File: src/rtl/wb_arbiter.sv
// Write-back arbiter for the single GPR write port: round-robin grant over ALU/load/muldiv,
// a registered register-file write stage, and a one-bit-per-register pending-write scoreboard.
module wb_arbiter #(
  parameter int DW = 32
) (
  input  logic            clk,
  input  logic            resetn,
  input  logic [2:0]      req_valid,
  input  logic [14:0]     req_reg,
  input  logic [3*DW-1:0] req_data,
  output logic [2:0]      req_ready,
  input  logic            iss_valid,
  input  logic [4:0]      iss_reg,
  input  logic [4:0]      q_rs,
  input  logic [4:0]      q_rt,
  output logic            busy_rs,
  output logic            busy_rt,
  output logic            rf_wen,
  output logic [4:0]      rf_wreg,
  output logic [DW-1:0]   rf_wdata
);

  logic [1:0]    ptr_q, ptr_d;
  logic          rf_wen_q, rf_wen_d;
  logic [4:0]    rf_wreg_q, rf_wreg_d;
  logic [DW-1:0] rf_wdata_q, rf_wdata_d;
  logic [31:0]   pend_q, pend_d;
  logic [2:0]    gnt;
  logic          xfer;
  logic [4:0]    win_reg;
  logic [DW-1:0] win_data;

  // Handshake: a requester transfers when req_valid[i] & req_ready[i]; it must hold
  // valid/reg/data stable until then. Grant depends only on req_valid and ptr.
  always_comb begin
    gnt = 3'b000;
    case (ptr_q)
      2'd1: begin
        if (req_valid[1])      gnt = 3'b010;
        else if (req_valid[2]) gnt = 3'b100;
        else if (req_valid[0]) gnt = 3'b001;
      end
      2'd2: begin
        if (req_valid[2])      gnt = 3'b100;
        else if (req_valid[0]) gnt = 3'b001;
        else if (req_valid[1]) gnt = 3'b010;
      end
      default: begin
        if (req_valid[0])      gnt = 3'b001;
        else if (req_valid[1]) gnt = 3'b010;
        else if (req_valid[2]) gnt = 3'b100;
      end
    endcase
    if (!resetn) gnt = 3'b000;
  end

  assign req_ready = gnt;
  assign xfer      = |gnt;

  always_comb begin
    win_reg  = req_reg[4:0];
    win_data = req_data[DW-1:0];
    ptr_d    = ptr_q;
    if (gnt[0]) ptr_d = 2'd1;
    if (gnt[1]) begin
      win_reg  = req_reg[9:5];
      win_data = req_data[2*DW-1:DW];
      ptr_d    = 2'd2;
    end
    if (gnt[2]) begin
      win_reg  = req_reg[14:10];
      win_data = req_data[3*DW-1:2*DW];
      ptr_d    = 2'd0;
    end
  end

  always_comb begin
    rf_wen_d   = xfer && (win_reg != 5'd0);
    rf_wreg_d  = xfer ? win_reg : rf_wreg_q;
    rf_wdata_d = xfer ? win_data : rf_wdata_q;
  end

  // Set is applied after clear so a re-issue to the register being committed stays pending.
  always_comb begin
    pend_d = pend_q;
    if (rf_wen_q) pend_d[rf_wreg_q] = 1'b0;
    if (iss_valid && (iss_reg != 5'd0)) pend_d[iss_reg] = 1'b1;
    pend_d[0] = 1'b0;
  end

  always_ff @(posedge clk or negedge resetn) begin
    if (!resetn) begin
      ptr_q      <= 2'd0;
      rf_wen_q   <= 1'b0;
      rf_wreg_q  <= 5'd0;
      rf_wdata_q <= '0;
      pend_q     <= 32'd0;
    end else begin
      ptr_q      <= ptr_d;
      rf_wen_q   <= rf_wen_d;
      rf_wreg_q  <= rf_wreg_d;
      rf_wdata_q <= rf_wdata_d;
      pend_q     <= pend_d;
    end
  end

  assign rf_wen   = rf_wen_q;
  assign rf_wreg  = rf_wreg_q;
  assign rf_wdata = rf_wdata_q;
  assign busy_rs  = pend_q[q_rs];
  assign busy_rt  = pend_q[q_rt];

endmodule

File: config.mk
export PLATFORM = sky130hd
export DESIGN_NAME = wb_arbiter
export DESIGN_NICKNAME = d
export VERILOG_FILES = /design/src/rtl/wb_arbiter.sv
export SDC_FILE = /design/constraint.sdc
export NUM_CORES = 1
export LEC_CHECK = 0
export BUFFER_PORTS_ARGS = -buffer_cell sky130_fd_sc_hd__buf_2
export CORE_UTILIZATION = 47
export DETAILED_ROUTE_END_ITERATION = 10
export GPL_ROUTABILITY_DRIVEN = 0
export PLACE_DENSITY = 0.83
export SLEW_MARGIN = 25
export SYNTH_ARGS = -nofsm -noshare
export SYNTH_HDL_FRONTEND = slang
export SYNTH_SLANG_ARGS = --single-unit
export TNS_END_PERCENT = 5
File: constraint.sdc
create_clock -name clk -period 3.37 [get_ports clk]
set_input_delay 1.011 -clock clk [delete_from_list [all_inputs] [get_ports clk]]
set_output_delay 1.011 -clock clk [all_outputs]
set_load 0.03 [all_outputs]
==> flow_summary_export.csv, run 1 <==
group,metric,value,unit
outcome,outcome,"complete, no violations",
global_route,grt-ovfl-total,0,
yosys,syn_area_per_cell,10.4,um2
yosys,synth_cell_types,46,
sta,max_clock_freq,301,MHz
clock_tree,htreeDepth,3,
global_route,grt_pass1_vias,4695,
min_path,hold_class,"flip-flop to flip-flop",
sta,hold_viol,0,
yosys,synth_warnings,0,
floorplanning,fp.dieW,98.9,um
route,drc,0,
global_route,grt_pass1_wl,22900,um
clock_tree,cts_root_buffer,"clkbuf_8",
placement,place.port_buffers,174,
sta,fin_setup_tns,0,ps
critical_path,critPathLaunchType,"primary input",
critical_path,crit_arrival,2320,ps
placement,dpl-instance-area,5320,um2
floorplanning,die_area,9780,um2
placement,dp.cells,683,
critical_path,end_kind,"output pin",
sta,whs,494,ps
sta,min_period_over_period,0.987,
cells_and_area,drive_gt1_frac,0.410,
yosys,async_flop_share,1.00,
route,via_per_inst,6.60,
sta,slew_viol_final,0,
job,maxCapViolations,0,
critical_path,criticalPathCategory,"primary input to output pin",
cells_and_area,finalNetCount,721,
clock_tree,cts_made_buffers,9,
clock_tree,cts_buffer_depth,2,
route,wl_per_cell,20.5,um
placement,hpwl,10100,um
yosys,netlist_instances,423,
pwr,leakagePower,2.42,nW
sta,rsz0062_at_grt,"false",
sta,setup_violations,0,
pwr,peakVddDrop,0.000622,V
route,vias,4619,
sta,fin_ws,43.7,ps
sta,relSlewSlack,0.606,
floorplanning,coreArea,8890,um2
route,drt-initial-drc-count,287,
sta,worst_pin_slew,591,ps
cells_and_area,fillers,742,
yosys,synth_edf_count,0,
floorplanning,row_count,34,
placement,post-place-ws,-48.1,ps
clock_tree,clkSlewWorstSetupHoldPaths,80,ps
cells_and_area,instances_no_fill,700,
yosys,syn_nets,557,
sta,skew,7.02,ps
route,antenna_left,0,
global_route,grt_util_all_layers,0.298,
cells_and_area,area_growth,27.4,%
cells_and_area,design_area,5620,um2
global_route,antenna_found_initial,0,
clock_tree,cts_tree,"done",
yosys,syn_area,4410,um2
cells_and_area,n_antenna_cell,0,
floorplanning,io_pins,175,
pwr,power.density,894,nW/um2
route,wirelength,14400,um
yosys,synth_seq_cells,71,
yosys,yosysSeqAreaShare,0.403,
clock_tree,insertion_delay,350,ps
clock_tree,cts_hold_buf,0,
route,drt-pass1-iter-count,5,
sta,period_minus_slack,3330,ps
yosys,ys.flop_type,"dfrtp_1",
critical_path,required,2360,ps
critical_path,critPathMaxFanout,4,
floorplanning,start_util,0.496,
clock_tree,clock-sinks,71,
global_route,grt_start_max_net_pins,56,
floorplanning,die_y,98.9,um
-- area by class of cell --
type / count / area [um2] / share of cell area
timing repair buffer: 196 / 1070 / 0.190
clock buffer: 11 / 151 / 0.0269
inverter: 5 / 20.0 / 0.00356
clock inverter: 5 / 104 / 0.0185
sequential: 71 / 1780 / 0.316
multi-input combinational: 304 / 2360 / 0.421
tap: 108 / 135 / 0.0240
-- cells in the mapped netlist (6+ instances only) --
master	count	share of area
a21oi_1	18	0.020
a221oi_1	22	0.044
a311o_1	15	0.034
and3_1	22	0.031
buf_2	16	0.018
buf_6	6	0.015
clkbuf_1	19	0.016
dfrtp_1	71	0.40
mux4_2	14	0.071
nand2_1	8	0.0068
nand3b_1	12	0.020
o21ai_0	65	0.074
o22ai_1	22	0.031
o2bb2ai_1	22	0.044
o31ai_1	15	0.026
o32ai_1	15	0.030
-- sequential cells by signal, indices dropped and copies added (netlist names) --
signal    cells
pend_q       31
rf_wdata     32
rf_wreg       5
ptr_q         2
rf_wen        1
-- cell usage in the layout (no fill, tap or decap), types with 4 or more instances in the layout --
cell	synthesis	final
clkbuf_8	0	11
a21oi_1	18	18
mux2i_1	4	4
nand2_1	8	8
and3_1	22	22
o21ai_0	65	65
nor2_1	5	5
buf_6	6	4
o31ai_1	15	15
buf_4	0	25
o32ai_1	15	15
mux4_2	14	14
a311o_1	15	15
o22ai_1	22	22
buf_2	16	167
o2bb2ai_1	22	22
dfrtp_1	71	71
nand3_1	5	5
a221oi_1	22	22
nand3b_1	12	12
or3b_2	5	5
-- layer usage --
| layer | share of wire | GRT usage |
|---|---|---|
| met1 | 0.38 | 0.371 |
| met2 | 0.50 | 0.499 |
| met3 | 0.10 | 0.0745 |
| met4 | 0.024 | 0.119 |
| met5 | 0 | 0 |
-- kinds of logic after synthesis --
| group | after synthesis | synth area share |
|---|---|---|
| AO/OA/AOI/OAI | 205 | 0.331 |
| adder cells (fa/ha/maj) | 2 | 0.00567 |
| AND/OR/NAND/NOR | 74 | 0.104 |
| multiplexers | 23 | 0.0942 |
| flip-flops | 71 | 0.403 |
| buffers and inverters | 48 | 0.0621 |
-- critical path, cell delays in order --
cell and delay [ps]:
buf_4 110, mux4_2 490, mux2_2 280, a2bb2oi_1 130, o311a_1 120, buf_4 170
-- final timing paths --
check	slack, ps	cells past startpoint	startpoint	endpoint
max	40	6	q_rt[1]	busy_rt
min	490	1	rf_wdata[4]$_DFFE_PN0P_	rf_wdata[4]$_DFFE_PN0P_
max reg2reg	750	10	ptr_q[0]$_DFFE_PN0P_	rf_wen$_DFF_PN0_
min reg2reg	490	1	rf_wdata[4]$_DFFE_PN0P_	rf_wdata[4]$_DFFE_PN0P_
max in group asynchronous	1940	2	resetn	rf_wdata[18]$_DFFE_PN0P_
min in group asynchronous	550	1	resetn	rf_wreg[3]$_DFFE_PN0P_
-- power by group --
group | switching [mW] | internal (mW) | leakage [nW]
Combinational | 1.58 | 0.967 | 1.50
Sequential | 0.366 | 1.26 | 0.785
Clock | 0.325 | 0.532 | 0.130
-- timing repair --
action | 4_1_cts | 5_1_grt
setup endpoints to repair | 1 | 2
setup buffers | 0 | 1
pin swaps | 0 | 2
gates resized for setup | 1 | 12
-- per-stage QoR --
step	total power [mW]	util
finish	5.02	0.632
global route	5.31	0.632
CTS	4.98	0.628
detailed placement	4.12	0.599
global placement	4.01	0.599
floorplan	3.35	-
Note: power is estimated with default switching activity, not from simulation.
==> inputs of run 2 (changes only) <==
Settings changed: CORE_ASPECT_RATIO set to 0.9.
==> run 2 against run 1 <==
  * Register-to-register slack better by 70 ps
  * Global-route usage increased by 0.37 points
  * Worst setup slack worse by 12 ps
  * Critical path depth rose by 1
  * Clock power decreased by 31%
  * Non-clock buffer count is 1 higher
  * Via count about the same
  * Combinational power is essentially flat
  * Hold slack lost 6.5 ps
  * Power decreased by 5.2%
  * Utilization decreased by 2.3 points
  * Flip-flop and latch count unchanged
  * Largest cell class unchanged
==> flow_summary_export.csv, run 2 (same netlist as run 1, synthesis figures left out) <==
group,metric,value,unit
min_path,whs_path_depth,1,
cells_and_area,area_growth,26.0,%
pwr,peakVddDrop,0.000536,V
critical_path,crit_slowest_cell,"mux4_2",
sta,min_period_over_period,0.991,
floorplanning,coreArea,9130,um2
placement,dpl-instance-area,5350,um2
floorplanning,die_y,93.9,um
global_route,grt_pass1_vias,4490,
pwr,power.density,857,nW/um2
clock_tree,cts_root_buffer,"clkbuf_8",
sta,relSlewSlack,0.538,
floorplanning,io_pins,175,
clock_tree,cts_buffer_depth,2,
global_route,grt_util_all_layers,0.302,
route,vias,4622,
cells_and_area,drive_gt1_frac,0.406,
route,wl_per_cell,20.1,um
sta,skew,5.54,ps
critical_path,critical_path.max_stage_delay,480,ps
min_path,hold_class,"flip-flop to flip-flop",
sta,whs,487,ps
min_path,hold_end,"rf_wdata[4]$_DFFE_PN0P_",
critical_path,path_delay_family,"multiplexers",
sta,setup_violations,0,
critical_path,criticalPathCategory,"primary input to output pin",
critical_path,end_kind,"output pin",
sta,period_minus_slack,3340,ps
cells_and_area,fillers,775,
cells_and_area,final_common_cell,"buf_2",
global_route,grt_pass1_wl,22900,um
clock_tree,cts_tree,"done",
cells_and_area,largest_register_ffs,32,
cells_and_area,ff_latch_area,1780,um2
critical_path,r2r-end,"rf_wen$_DFF_PN0_",
min_path,holdCritStartpoint,"rf_wdata[4]$_DFFE_PN0P_",
pwr,total_power,4.76,mW
route,drt-initial-drc-count,277,
critical_path,worstPathCellList,"buf_4 -> buf_4 -> mux4_2 -> mux2i_1 -> a2bb2oi_1 -> o311a_1 -> buf_6",
critical_path,crit_arrival,2330,ps
placement,hpwl,10400,um
global_route,antenna_found_initial,0,
critical_path,regToRegSetupSlack,820,ps
cells_and_area,design_area,5560,um2
clock_tree,clock-sinks,71,
critical_path,cpMostUsedCell,"buf_4",
clock_tree,insertion_delay,340,ps
sta,slew_viol_final,0,
critical_path,critPathMaxFanout,6,
floorplanning,row_count,33,
route,antenna_left,0,
floorplanning,start_util,0.483,
critical_path,critPathLaunchType,"primary input",
clock_tree,clkSlewWorstSetupHoldPaths,70,ps
sta,max_clock_freq,300,MHz
floorplanning,die_area,9780,um2
outcome,outcome,"complete, no violations",
clock_tree,htreeDepth,3,
critical_path,r2r-start,"ptr_q[0]$_DFFE_PN0P_",
critical_path,reg2reg_depth,10,
pwr,leakagePower,2.38,nW
route,wirelength,14300,um
global_route,grt-ovfl-total,0,
global_route,grt_start_max_net_pins,57,
critical_path,path_buf_inv,3,
route,drc,0,
sta,worst_pin_slew,693,ps
cells_and_area,layout_common_cells,"167 x buf_2, 71 x dfrtp_1, 65 x o21ai_0, 25 x buf_4",
clock_tree,cts_made_buffers,9,
sta,hold_viol,0,
critical_path,required,2360,ps
cells_and_area,n_antenna_cell,0,
route,via_per_inst,6.48,
route,drt-pass1-iter-count,5,
placement,place.port_buffers,174,
cells_and_area,multiInputGateArea,2360,um2
cells_and_area,finalNetCount,722,
job,maxCapViolations,0,
floorplanning,fp.dieW,104,um
-- run 2: layout make-up --
class | instances | share of cell area
clock buffers | 13 | 0.0286
clock inverters | 1 | 0.000901
inverters | 5 | 0.00360
multi-input cells | 304 | 0.425
flip-flops and latches | 71 | 0.320
well taps | 122 | 0.0275
repair buffers | 197 | 0.194
-- run 2: repair_timing --
| action | CTS | global route |
|---|---|---|
| gates resized for setup | 2 | 13 |
| setup endpoints to repair | 1 | 2 |
| buffers inserted | 0 | 1 |
| pin swaps | 0 | 3 |
| hold buffers | 0 | 0 |
| cloned | 0 | 0 |
-- run 2: how the worst max path moves through the flow --
| stage | depth (start not counted) | from | end | slack [ps] |
|---|---|---|---|---|
| 2_1_floorplan | 5 | q_rs[1] | busy_rs | 50 |
| 3_3_place_gp | 6 | q_rs[1] | busy_rs | 20 |
| 3_5_place_dp | 6 | q_rs[1] | busy_rs | 2 |
| 4_1_cts | 6 | q_rt[0] | busy_rt | 5 |
| 5_1_grt | 7 | q_rs[1] | busy_rs | -30 |
| 6_report | 7 | q_rs[1] | busy_rs | 30 |
-- run 2: where the power goes --
part,internal [mW],switching [mW]
Clock,0.299,0.294
Sequential,1.26,0.384
Combinational,0.975,1.55
-- run 2: stage by stage --
| stage | setup WS (ps) | utilization | TNS [ps] | instances |
|---|---|---|---|---|
| after floorplan | 50.0 | - | 0 | 423 |
| after global placement | 17.9 | 0.586 | 0 | 698 |
| after detailed placement | 2.02 | 0.586 | 0 | 698 |
| after CTS | 5.01 | 0.605 | 0 | 712 |
| after global routing | -34.5 | 0.609 | -34.5 | 713 |
| final | 31.9 | 0.609 | 0 | 713 |
-- run 2: routing by layer --
layer	track usage	part of all wire	up-vias
li1	-	-	2063
met1	0.383	0.39	2238
met2	0.498	0.49	280
met3	0.0624	0.089	41
met4	0.143	0.029	0
met5	0	0	-
==> inputs of run 3 (changes only) <==
Settings changed: CELL_PAD_IN_SITES_DETAIL_PLACEMENT set to 0, CELL_PAD_IN_SITES_GLOBAL_PLACEMENT set to 1, CORE_UTILIZATION 47 to 37, PLACE_DENSITY 0.83 to 0.86.
==> run 3 against run 2 <==
  * Sequential share of layout area down 0.87 points
  * Wire length up 2.1%
  * Power up 6.9%
  * Maximum frequency up 0.22%
  * Hold slack better by 4.7 ps
  * Critical path depth down 1
  * Flip-flop and latch count unchanged
  * Sequential power about the same
  * Clock power up 57%
  * Design area up 2.8%
  * First-iteration DRC count down 4.3%
  * Non-clock buffer count down 2
==> flow_summary_export.csv, run 3 (same netlist as run 1, synthesis figures left out) <==
group,metric,value,unit
outcome,outcome,"complete, no violations",
route,wl_per_cell,19.6,um
critical_path,critPathMaxFanout,4,
critical_path,path_buf_inv,2,
clock_tree,htreeDepth,3,
floorplanning,fp.dieW,117,um
critical_path,required,2360,ps
sta,worst_pin_slew,586,ps
route,drc,0,
route,drt-pass1-iter-count,6,
clock_tree,cts_tree,"done",
global_route,grt_start_max_net_pins,56,
cells_and_area,n_antenna_cell,0,
placement,dp.cells,731,
clock_tree,cts_buffer_depth,2,
placement,dpl-instance-area,5400,um2
floorplanning,die_area,12400,um2
critical_path,r2r-start,"ptr_q[0]$_DFFE_PN0P_",
route,via_per_inst,6.05,
cells_and_area,design_area,5710,um2
sta,max_clock_freq,300,MHz
min_path,hold_class,"flip-flop to flip-flop",
sta,setup_violations,0,
critical_path,startpoint,"q_rs[1]",
sta,fin_ws,39.1,ps
route,wirelength,14600,um
clock_tree,postCtsSetupRepairBufs,0,
pwr,power.density,892,nW/um2
route,antenna_left,0,
pwr,leakagePower,2.42,nW
sta,slew_viol_final,0,
critical_path,r2r-end,"rf_wen$_DFF_PN0_",
critical_path,reg2reg_depth,10,
critical_path,path_delay_family,"multiplexers",
sta,min_period_over_period,0.988,
placement,hpwl,10700,um
route,vias,4520,
critical_path,crit_arrival,2320,ps
cells_and_area,finalNetCount,720,
clock_tree,cts_made_buffers,9,
cells_and_area,drive_gt1_frac,0.408,
cells_and_area,final_util,0.495,
critical_path,crit_slowest_cell,"mux4_2",
critical_path,cp-endpoint,"busy_rs",
cells_and_area,final_common_cell,"buf_2",
global_route,grt-ovfl-total,0,
clock_tree,insertion_delay,320,ps
sta,rsz0062_at_grt,"false",
critical_path,regToRegSetupSlack,750,ps
cells_and_area,fillers,1073,
sta,hold_viol,0,
route,drt-initial-drc-count,265,
floorplanning,row_count,37,
clock_tree,clock-sinks,71,
floorplanning,io_pins,175,
floorplanning,coreArea,11500,um2
critical_path,path_depth,6,
global_route,grt_pass1_vias,4433,
cells_and_area,area_growth,29.5,%
critical_path,criticalPathCategory,"primary input to output pin",
sta,relSlewSlack,0.609,
floorplanning,die_y,106,um
floorplanning,start_util,0.383,
clock_tree,cts_hold_buf,0,
critical_path,critPathLaunchType,"primary input",
clock_tree,clkSlewWorstSetupHoldPaths,60,ps
critical_path,worstPathCellList,"clkbuf_4 -> mux4_2 -> mux2_2 -> a2bb2oi_1 -> o311a_1 -> buf_6",
cells_and_area,largest_register_ffs,32,
clock_tree,cts_root_buffer,"clkbuf_16",
global_route,grt_pass1_wl,23000,um
critical_path,end_kind,"output pin",
placement,post-place-ws,-21.2,ps
critical_path,critical_path.max_stage_delay,490,ps
sta,period_minus_slack,3330,ps
global_route,antenna_found_initial,0,
sta,skew,7.43,ps
cells_and_area,layout_common_cells,"167 x buf_2, 71 x dfrtp_1, 65 x o21ai_0, 23 x buf_4",
placement,place.port_buffers,174,
cells_and_area,instances_no_fill,747,
global_route,grt_util_all_layers,0.244,
sta,whs,492,ps
job,maxCapViolations,0,
pwr,peakVddDrop,0.000358,V
run 3: cell count changes in the layout (fill, tap and decap cells not counted), sizes merged:
| cell | delta |
|---|---|
| clkinv | +3 |
| buf | -3 |
| bufinv | +1 |
| clkbuf | -2 |
| clkinvlp | +1 |
run 3: area by class of cell:
class                   instances  area (um2)  share of cell area
multi-input cells             304        2360               0.413
repair buffers                195        1070               0.187
clock buffers                  10         229              0.0401
clock inverters                 6        61.3              0.0107
flip-flops and latches         71        1780               0.311
well taps                     156         195              0.0342
inverters                       5        20.0             0.00350
run 3: per-stage QoR:
stage	power, mW	setup TNS [ps]
2_1_floorplan	3.35	0
3_3_place_gp	4.05	0
4_1_cts	5.09	0
6_report	5.09	0
3_5_place_dp	4.13	-24.5
5_1_grt	5.38	0
run 3: worst min path at each step:
stage                                        start                  endpoint  slack [ps]  cells past startpoint
after floorplan                pend_q[2]$_DFF_PN0_       pend_q[2]$_DFF_PN0_         480                      2
after detailed placement  rf_wdata[10]$_DFFE_PN0P_  rf_wdata[10]$_DFFE_PN0P_         470                      1
after global routing      rf_wdata[31]$_DFFE_PN0P_  rf_wdata[31]$_DFFE_PN0P_         510                      1
final                     rf_wdata[10]$_DFFE_PN0P_  rf_wdata[10]$_DFFE_PN0P_         490                      1
after global placement    rf_wdata[10]$_DFFE_PN0P_  rf_wdata[10]$_DFFE_PN0P_         470                      1
after CTS                 rf_wdata[10]$_DFFE_PN0P_  rf_wdata[10]$_DFFE_PN0P_         490                      1
run 3: metal layers:
layer	vias to the layer above	part of all wire	global-route usage
met3	41	0.082	0.0604
met5	-	0	0
met2	228	0.47	0.382
li1	2056	-	-
met1	2195	0.41	0.312
met4	0	0.036	0.122
run 3: where the power goes:
group | total, mW | switching (mW) | internal, mW
clock | 0.932 | 0.362 | 0.570
combinational | 2.51 | 1.54 | 0.966
sequential | 1.65 | 0.391 | 1.26
total | 5.09 | 2.30 | 2.80
run 3: repair_timing:
| action | 4_1_cts | 5_1_grt |
|---|---|---|
| pin swaps | 0 | 1 |
| endpoints found under the setup margin | 2 | 2 |
| resized for setup | 4 | 5 |
